==> src/rtl/nn_argmax_pkg.sv <==
// rtl/nn_argmax_pkg.sv - shared defaults, state encoding and index-width helper for nn_argmax
package nn_pkg;

  localparam int NN_NUM_CLASSES = 10;
  localparam int NN_DATA_WIDTH  = 16;

  typedef enum logic [1:0] {
    IDLE = 2'd0,
    SCAN = 2'd1,
    DONE = 2'd2
  } argmax_state_e;

  // Class index width; a single class still needs a one-bit index port.
  function automatic int idx_width(input int num_classes);
    return (num_classes > 1) ? $clog2(num_classes) : 1;
  endfunction

endpackage

==> src/rtl/nn_argmax_if.sv <==
// rtl/nn_argmax_if.sv - score input / argmax result handshake bundle
interface nn_argmax_if #(
  parameter int NUM_CLASSES = nn_pkg::NN_NUM_CLASSES,
  parameter int DATA_WIDTH  = nn_pkg::NN_DATA_WIDTH
) ();
  import nn_pkg::*;

  localparam int IDX_W = idx_width(NUM_CLASSES);

  logic [NUM_CLASSES-1:0]            in_valid;
  logic [NUM_CLASSES*DATA_WIDTH-1:0] in_data;
  logic                              out_ready;
  logic                              out_valid;
  logic [IDX_W-1:0]                  out_class;
  logic [DATA_WIDTH-1:0]             out_score;
  logic                              busy;

  // Producer of scores and consumer of the result.
  modport master (
    output in_valid, in_data, out_ready,
    input  out_valid, out_class, out_score, busy
  );

  // The argmax engine.
  modport slave (
    input  in_valid, in_data, out_ready,
    output out_valid, out_class, out_score, busy
  );

endinterface

==> src/rtl/nn_argmax_cmp.sv <==
// rtl/nn_argmax_cmp.sv - signed compare-select; ties keep the incumbent
module nn_argmax_cmp #(
  parameter int DATA_WIDTH = 16,
  parameter int IDX_W      = 4
) (
  input  logic [DATA_WIDTH-1:0] i_best_score,
  input  logic [IDX_W-1:0]      i_best_idx,
  input  logic [DATA_WIDTH-1:0] i_cand_score,
  input  logic [IDX_W-1:0]      i_cand_idx,
  output logic [DATA_WIDTH-1:0] o_score,
  output logic [IDX_W-1:0]      o_idx
);

  logic w_take;

  // Strictly greater replaces, so an equal later score never displaces a lower index.
  assign w_take  = $signed(i_cand_score) > $signed(i_best_score);
  assign o_score = w_take ? i_cand_score : i_best_score;
  assign o_idx   = w_take ? i_cand_idx   : i_best_idx;

endmodule

==> src/rtl/nn_argmax.sv <==
// rtl/nn_argmax.sv - sequential argmax over one captured score vector; NN_ARGMAX_DROP_CNT_EN adds drop_cnt
module nn_argmax
  import nn_pkg::*;
#(
  parameter int NUM_CLASSES = NN_NUM_CLASSES,
  parameter int DATA_WIDTH  = NN_DATA_WIDTH
) (
  input  logic        clk,
  input  logic        rst,
  nn_argmax_if.slave  bus
`ifdef NN_ARGMAX_DROP_CNT_EN
  ,
  output logic [7:0]  drop_cnt
`endif
);

  localparam int               IDX_W    = idx_width(NUM_CLASSES);
  localparam logic [IDX_W-1:0] LAST_IDX = IDX_W'(NUM_CLASSES - 1);
  localparam logic [IDX_W-1:0] FIRST_SCAN_IDX = IDX_W'((NUM_CLASSES > 1) ? 1 : 0);

  argmax_state_e                     r_state;
  argmax_state_e                     w_next;
  logic [NUM_CLASSES*DATA_WIDTH-1:0] r_hold;
  logic [DATA_WIDTH-1:0]             r_best_score;
  logic [IDX_W-1:0]                  r_best_idx;
  logic [IDX_W-1:0]                  r_idx;
  logic                              w_all_valid;
  logic                              w_busy;
  logic [DATA_WIDTH-1:0]             w_cand;
  logic [DATA_WIDTH-1:0]             w_cmp_score;
  logic [IDX_W-1:0]                  w_cmp_idx;

  assign w_all_valid = &bus.in_valid;
  assign w_busy      = (r_state != IDLE);
  assign w_cand      = r_hold[r_idx*DATA_WIDTH +: DATA_WIDTH];

  nn_argmax_cmp #(
    .DATA_WIDTH (DATA_WIDTH),
    .IDX_W      (IDX_W)
  ) u_cmp (
    .i_best_score (r_best_score),
    .i_best_idx   (r_best_idx),
    .i_cand_score (w_cand),
    .i_cand_idx   (r_idx),
    .o_score      (w_cmp_score),
    .o_idx        (w_cmp_idx)
  );

  // State register.
  always_ff @(posedge clk or negedge rst) begin
    if (!rst) r_state <= IDLE;
    else      r_state <= w_next;
  end

  // Next-state: capture only a complete vector, scan to the last class, hold until consumed.
  always_comb begin
    w_next = r_state;
    case (r_state)
      IDLE: if (w_all_valid) w_next = (NUM_CLASSES == 1) ? DONE : SCAN;
      SCAN: if (r_idx == LAST_IDX) w_next = DONE;
      DONE: if (bus.out_ready) w_next = IDLE;
      default: w_next = IDLE;
    endcase
  end

  // Datapath: hold register, running best and scan index; frozen outside capture and scan.
  always_ff @(posedge clk or negedge rst) begin
    if (!rst) begin
      r_hold       <= '0;
      r_best_score <= '0;
      r_best_idx   <= '0;
      r_idx        <= '0;
    end else begin
      case (r_state)
        IDLE: begin
          if (w_all_valid) begin
            r_hold       <= bus.in_data;
            r_best_score <= bus.in_data[DATA_WIDTH-1:0];
            r_best_idx   <= '0;
            r_idx        <= FIRST_SCAN_IDX;
          end
        end
        SCAN: begin
          r_best_score <= w_cmp_score;
          r_best_idx   <= w_cmp_idx;
          r_idx        <= r_idx + 1'b1;
        end
        default: ;
      endcase
    end
  end

  assign bus.out_valid = (r_state == DONE);
  assign bus.out_class = r_best_idx;
  assign bus.out_score = r_best_score;
  assign bus.busy      = w_busy;

`ifdef NN_ARGMAX_DROP_CNT_EN
  logic [7:0] r_drop_cnt;

  // Count complete vectors that arrive while busy, saturating at 255.
  always_ff @(posedge clk or negedge rst) begin
    if (!rst)                                            r_drop_cnt <= '0;
    else if (w_all_valid && w_busy && r_drop_cnt != 8'hFF) r_drop_cnt <= r_drop_cnt + 8'd1;
  end

  assign drop_cnt = r_drop_cnt;
`endif

endmodule
==> src/flat_wrapper.sv <==
// flat-port wrapper written by rule: the top's interface ports become plain ports
module nn_argmax_flat import nn_pkg::*;
#(
  parameter int NUM_CLASSES = NN_NUM_CLASSES,
  parameter int DATA_WIDTH  = NN_DATA_WIDTH
)
  (clk, rst, bus_in_valid, bus_in_data, bus_out_ready, bus_out_valid, bus_out_class, bus_out_score, bus_busy);
  nn_argmax_if #(.NUM_CLASSES(NUM_CLASSES), .DATA_WIDTH(DATA_WIDTH)) bus_i ();
  input  logic clk;
  input  logic rst;
  input wire logic [$bits(bus_i.in_valid)-1:0] bus_in_valid;
  input wire logic [$bits(bus_i.in_data)-1:0] bus_in_data;
  input wire logic [$bits(bus_i.out_ready)-1:0] bus_out_ready;
  output wire logic [$bits(bus_i.out_valid)-1:0] bus_out_valid;
  output wire logic [$bits(bus_i.out_class)-1:0] bus_out_class;
  output wire logic [$bits(bus_i.out_score)-1:0] bus_out_score;
  output wire logic [$bits(bus_i.busy)-1:0] bus_busy;
  assign bus_i.in_valid = bus_in_valid;
  assign bus_i.in_data = bus_in_data;
  assign bus_i.out_ready = bus_out_ready;
  assign bus_out_valid = bus_i.out_valid;
  assign bus_out_class = bus_i.out_class;
  assign bus_out_score = bus_i.out_score;
  assign bus_busy = bus_i.busy;
  nn_argmax #(.NUM_CLASSES(NUM_CLASSES), .DATA_WIDTH(DATA_WIDTH)) u_core (.clk(clk), .rst(rst), .bus(bus_i));
endmodule
==> config.mk <==
export PLATFORM = sky130hd
export DESIGN_NAME = nn_argmax_flat
export DESIGN_NICKNAME = d
export VERILOG_FILES = /design/src/rtl/nn_argmax_pkg.sv /design/src/rtl/nn_argmax_if.sv /design/src/rtl/nn_argmax_cmp.sv /design/src/rtl/nn_argmax.sv /design/src/flat_wrapper.sv
export SDC_FILE = /design/constraint.sdc
export NUM_CORES = 1
export LEC_CHECK = 0
export ABC_AREA = 1
export BUFFER_PORTS_ARGS = -buffer_cell sky130_fd_sc_hd__buf_2
export CAP_MARGIN = 30
export CORE_ASPECT_RATIO = 0.9
export CORE_UTILIZATION = 35
export DETAILED_ROUTE_END_ITERATION = 8
export SKIP_LAST_GASP = 1
export SYNTH_ARGS = -nofsm -noshare
export SYNTH_HDL_FRONTEND = slang
export SYNTH_HIERARCHICAL = 1
export SYNTH_SLANG_ARGS = --single-unit
==> constraint.sdc <==
create_clock -name clk -period 2.6 [get_ports clk]
set_clock_uncertainty 0.2 [all_clocks]
set_input_delay 0.13 -clock clk [delete_from_list [all_inputs] [get_ports clk]]
set_output_delay 0.13 -clock clk [all_outputs]
set_load 0.01 [all_outputs]
# [Word-level counts from Yosys, hierarchy flattened]
# Index checks and enable logic that the tools add are counted.
[classes] add_sub_neg=1 n_lt_le_gt_ge=1 eq_ne=7 n_shift=1 mux=12 n_reduce_logical=8
[op_table] op="$shiftx A160 B9 Y16" count=1
[op_table] op="$mux W16" count=2
[op_table] op="$pmux W16 S2" count=1
[op_table] op="$gt A16 B16 Y1" count=1
[op_table] op="$pmux W4 S2" count=2
[op_table] op="$mux W4" count=3
[op_table] op="$reduce_and A11 Y1" count=1
[op_table] op="$reduce_and A10 Y1" count=1
[op_table] op="$mux W2" count=3
[op_table] op="$pmux W2 S3" count=1
[op_table] op="$reduce_and A3 Y1" count=2
[op_table] op="$add A4 B1 Y4 const B" count=1
[op_table] op="$eq A4 B4 Y1 const B" count=1
[op_table] op="$ne A2 B1 Y1 const B" count=2
[op_table] op="$ne A2 B2 Y1 const B" count=2
[op_table] op="$reduce_bool A2 Y1" count=2
[op_table] op="$eq A2 B1 Y1 const B" count=1
[op_table] op="$eq A2 B2 Y1 const B" count=1
[op_table] op="$logic_not A2 Y1" count=1
[op_table] op="$reduce_and A2 Y1" count=1
[totals] register_bits=186 out_inout_bits=22 elab_cells=35

# [Logic depth before layout (Yosys ltp)]
[logic_depth] word_depth=4 ltp_mapped=25 depth_no_buf=24

# [Modules after synthesis]
# The synthesis kept the hierarchy.
[modules_own_cells] module="nn_argmax" instances=1 cells_each=1272 area_per_inst_um2=9364.0 seq_area_each_um2=4654.5
[modules_own_cells] module="nn_argmax_cmp" instances=1 cells_each=142 area_per_inst_um2=775.7 seq_area_each_um2=0.0

# [Worst setup path before layout]
# OpenSTA, ideal clock, no wires.
[synth_timing] kind="register to register" start="register u_core.r_idx[1]" end="register u_core.r_best_score[10] (netlist: u_core/bus.out_score[10])" t_arrival_ns=2.400 required_time_ns=2.274 path_slack_ns=-0.126 path_stages_with_launch=18 path_cell_list="dfrtp_1 > buf_2 > nor3_2 > buf_2 > nand2_1 > nand2_1 > ha_1 > a21oi_1 > nand2_1 > a21oi_2 > nand2_1 > nand2_1 > nand3_2 > buf_4 > nand2_1 > nand2_1 > nand2_1 > nand3_1"
[synth_between] elab_chain_cells=4 word_cells_on_any_way=6 cone_classes="order compare: 1; eq/ne: 1; shift: 1; mux: 2; reduce/logical: 1"
[synth_rtl] item="from (decl)" line="nn_argmax.sv:26" source="logic [IDX_W-1:0] r_idx;"
[synth_rtl] item="from (signal assigned)" line="nn_argmax.sv:86" source="r_idx <= r_idx + 1'b1;"
[synth_rtl] item="$shiftx A160 B9 Y16" line="nn_argmax.sv:35" source="assign w_cand = r_hold[r_idx*DATA_WIDTH +: DATA_WIDTH];"
[synth_rtl] item="net u_core.w_cand[11]" line="nn_argmax.sv:29" source="logic [DATA_WIDTH-1:0] w_cand;"
[synth_rtl] item="$gt A16 B16 Y1" line="nn_argmax_cmp.sv:17" source="assign w_take = $signed(i_cand_score) > $signed(i_best_score);"
[synth_rtl] item="$ne A2 B2 Y1 (no line)"
[synth_rtl] item="$reduce_and A3 Y1 (no line)"
[synth_rtl] item="to (signal assigned)" line="nn_argmax.sv:78" source="r_best_score <= bus.in_data[DATA_WIDTH-1:0];"
[synth_rtl] item="to (signal assigned)" line="nn_argmax.sv:84" source="r_best_score <= w_cmp_score;"
[synth_rtl] item="to (decl)" line="nn_argmax.sv:24" source="logic [DATA_WIDTH-1:0] r_best_score;"
# The timed path passes the listed nets, and every way through them passes these cells. The select of a mux whose other input is x is not followed.
# A chain may end at the register's enable or synchronous reset.

# [Worst setup path after layout]
[layout_timing] start="register u_core.r_idx[0]" end="register u_core.r_best_score[5] (netlist: u_core/bus.out_score[5])"
# Same word-level chain as after synthesis.

==> results.toml <==
[worst_setup_path]
crit_family = "simple AND/OR/NAND/NOR gates"
crit_path_start_kind = "flop"
worstPathMaxFanout = 10
r2r-end = "u_core/bus.out_score[5]"
required_ns = 2.72
r2r_cells = 18
timing.rr.start = "u_core/r_idx[0]"
rrSetupSlack_ns = -0.50
crit_type = "reg2reg"
path_depth = 18
path_buf_inv = 4
crit_start = "u_core/r_idx[0]"
cp-end-kind = "flop"
critPathArrivalTime_ns = 3.22
cp_cell_sequence = "inv_8 -> buf_12 -> nand2_1 -> nand3_1 -> nand3_1 -> nand3_2 -> nand2_1 -> ha_1 -> nand2_2 -> o21ai_1 -> a21oi_2 -> buf_4 -> nand3_4 -> buf_6 -> nand4_1 -> nand2_2 -> nand2_1 -> nand3_1"
critPathMaxStageDelay_ns = 0.53
cp_slowest_cell = "dfrtp_2"
cp-endpoint = "u_core/bus.out_score[5]"

[pwr]
power_density_mw_per_mm2 = 811
ir_worst_vdd_mv = 0.712
p_leak_nw = 7.97
total_power_mw = 12.2

[sta]
finalHoldViolCount = 0
fmax_ghz = 0.322
maxSlewHeadroom_pct = 61.5
setup_tns_ns = -9.51
finalCritPeriodShare_pct = 119
worst_pin_slew_ns = 0.577
setup_viol = 20
period_minus_slack_ns = 3.10
rsz0062_at_grt = "true"
setup_ws_ns = -0.503
finalMaxSlewViolations = 0

[yosys]
post_synth.cell_area_avg_um2 = 7.17
ys_types = 27
syn_nets = 1605
synthArstFlopShare_pct = 100
ys_top_cells_by_area = "dfrtp_1, nand2_1, inv_1"
synth_cells = 1414
netlist_area_mm2 = 0.0101
ys_seq_elements = 186
yosysSeqAreaShare_pct = 45.9
synth_edf_count = 0
yosysWarnings = 6
synth_flop_cell = "dfrtp_1"
yosysTopAreaCellShare_pct = 45.9
synth_largest_area_cell = "dfrtp_1"

[cts]
path_clk_slew_ns = 0.07
cts.sinks = 186
cts-buffers-inserted = 17
cts_max_path_buffers = 2
cts_root_buffer = "clkbuf_16"
clock_tree.htree_level_count = 4
cts_tree = "yes"
clk_latency_ns = 0.45

[global_route]
grt_start_max_net_pins = 142
grt.total_usage_pct = 24.3
grt_pass1_wl_mm = 55.5
antenna_found_initial = 0
grt_pass1_vias = 10369
overflow = 0

[floorplan]
io_pins = 195
start_util_pct = 35.9
core_area_mm2 = 0.0282
design.die.area_mm2 = 0.0297
fp.dieW_um = 181
die_h_um = 163
rows = 58

[place]
hpwl_mm = 23.5
io_buffers = 194
gp_congestion = 0.958

[hold_path]
hp-class = "in2reg"

[run]
cap_violations = 0

[status]
status = "finished with violations"
violations = "negative setup slack"

[final_layout]
nFillCells = 2651
post-route-util_pct = 53.2
drive_above_1_share_pct = 25.0
nets = 2002
area_delta_synth_final_pct = 48.0
antenna_cells = 0

[route]
first_pass_iters = 7
via_per_inst = 4.82
totalWireLength_mm = 35.8
post_drt_wl_per_cell_um = 16.4
drc = 0
first_iter_violations = 864
ant_nets = 0
num_vias = 10536
[per-stage QoR]
step | cells | hold slack [ns] | worst slack [ns] | area (um^2)
after floorplan | 1414 | -0.366 | 0.000972 | 10200
after global placement | 1960 | -0.147 | -0.398 | 11800
after detailed placement | 1960 | -0.147 | -0.482 | 11800
after CTS | 2177 | 0.00990 | -0.319 | 14700
after global routing | 2184 | 0.0310 | -0.595 | 15000
final | 2184 | 0.0302 | -0.503 | 15000
[synth_stat cells (all sizes together) (2+ instances only)]
library cell and count:
o21ai 148, buf 65, dfrtp 186, a21oi 6, nand2 511, inv 269
ha 18, nor3 2, nand4 38, clkbuf 15, nor2 10, nand3 143
[worst min-delay path by stage]
| stage | from | endpoint | slack [ns] | cells after the start |
|---|---|---|---|---|
| after floorplan | rst | u_core/bus.out_class[0] | -0.37 | 0 |
| after global routing | bus_in_valid[7] | u_core/r_hold[13] | 0.03 | 5 |
| after detailed placement | rst | u_core/r_hold[111] | -0.15 | 1 |
| after global placement | rst | u_core/r_hold[92] | -0.15 | 1 |
| final | bus_in_valid[7] | u_core/r_hold[13] | 0.03 | 5 |
| after CTS | bus_in_valid[9] | u_core/r_hold[13] | 0.01 | 5 |
[cell families (layout without fill, tap and decap cells)]
family                   Yosys count  in the layout  synth area share (%)
AND/OR/NAND/NOR                  704            704                  29.5
buffers and inverters            350            760                  14.6
flip-flops                       186            186                  45.9
AO/OA/AOI/OAI                    156            156                  7.77
adder cells (fa/ha/maj)           18             18                  2.22
[worst min-delay path, delay by kind of cell]
kind          cells  cell delay [ns]
buf+inv           1             0.10
simple gates      4             0.39
[metal layers]
| metal | track usage [%] | wire [um] | vias to the layer above |
|---|---|---|---|
| li1 | - | - | 5141 |
| met1 | 33.2 | 16100 | 4951 |
| met2 | 39.3 | 16500 | 386 |
| met3 | 3.70 | 2210 | 58 |
| met4 | 8.17 | 908 | 0 |
| met5 | 0 | 0 | - |
[layout by cell type (no fill, tap or decap), drive strengths merged, types with 6 or more instances in the layout]
| cell | n |
|---|---|
| a21oi | 6 |
| buf | 290 |
| clkbuf | 22 |
| dfrtp | 186 |
| dlygate4sd3 | 163 |
| ha | 18 |
| inv | 277 |
| nand2 | 511 |
| nand3 | 143 |
| nand4 | 38 |
| nor2 | 10 |
| o21ai | 148 |
[layout make-up]
| cell class | instances | area [um^2] | area share, % |
|---|---|---|---|
| multi-input combinational | 878 | 4560 | 30.4 |
| clock buffer | 17 | 425 | 2.83 |
| tap | 360 | 450 | 3.00 |
| inverter | 270 | 1020 | 6.80 |
| clock inverter | 15 | 150 | 1.00 |
| sequential | 186 | 4660 | 31.0 |
| timing repair buffer | 458 | 3740 | 24.9 |
[repair_timing]
item                                   in CTS  in global routing
setup endpoints to repair                  20                 20
endpoints found under the hold margin     363                  0
gates cloned                                6                  5
buffers inserted                           15                  5
pin swaps                                   3                 34
hold buffers                              164                  0
gates resized for setup                    85                 60
[registers in the layout, indices dropped and copies added (netlist names)]
| signal | flops |
|---|---|
| u_core/r_idx | 4 |
| u_core/bus.out_score | 16 |
| u_core/r_state | 2 |
| u_core/r_hold | 160 |
| u_core/bus.out_class | 4 |
[report_power, final]
part,internal (mW),switching [mW]
clock,1.28,1.30
sequential,3.13,0.280
combinational,2.80,3.38
Power figures use the tool's default switching activity.
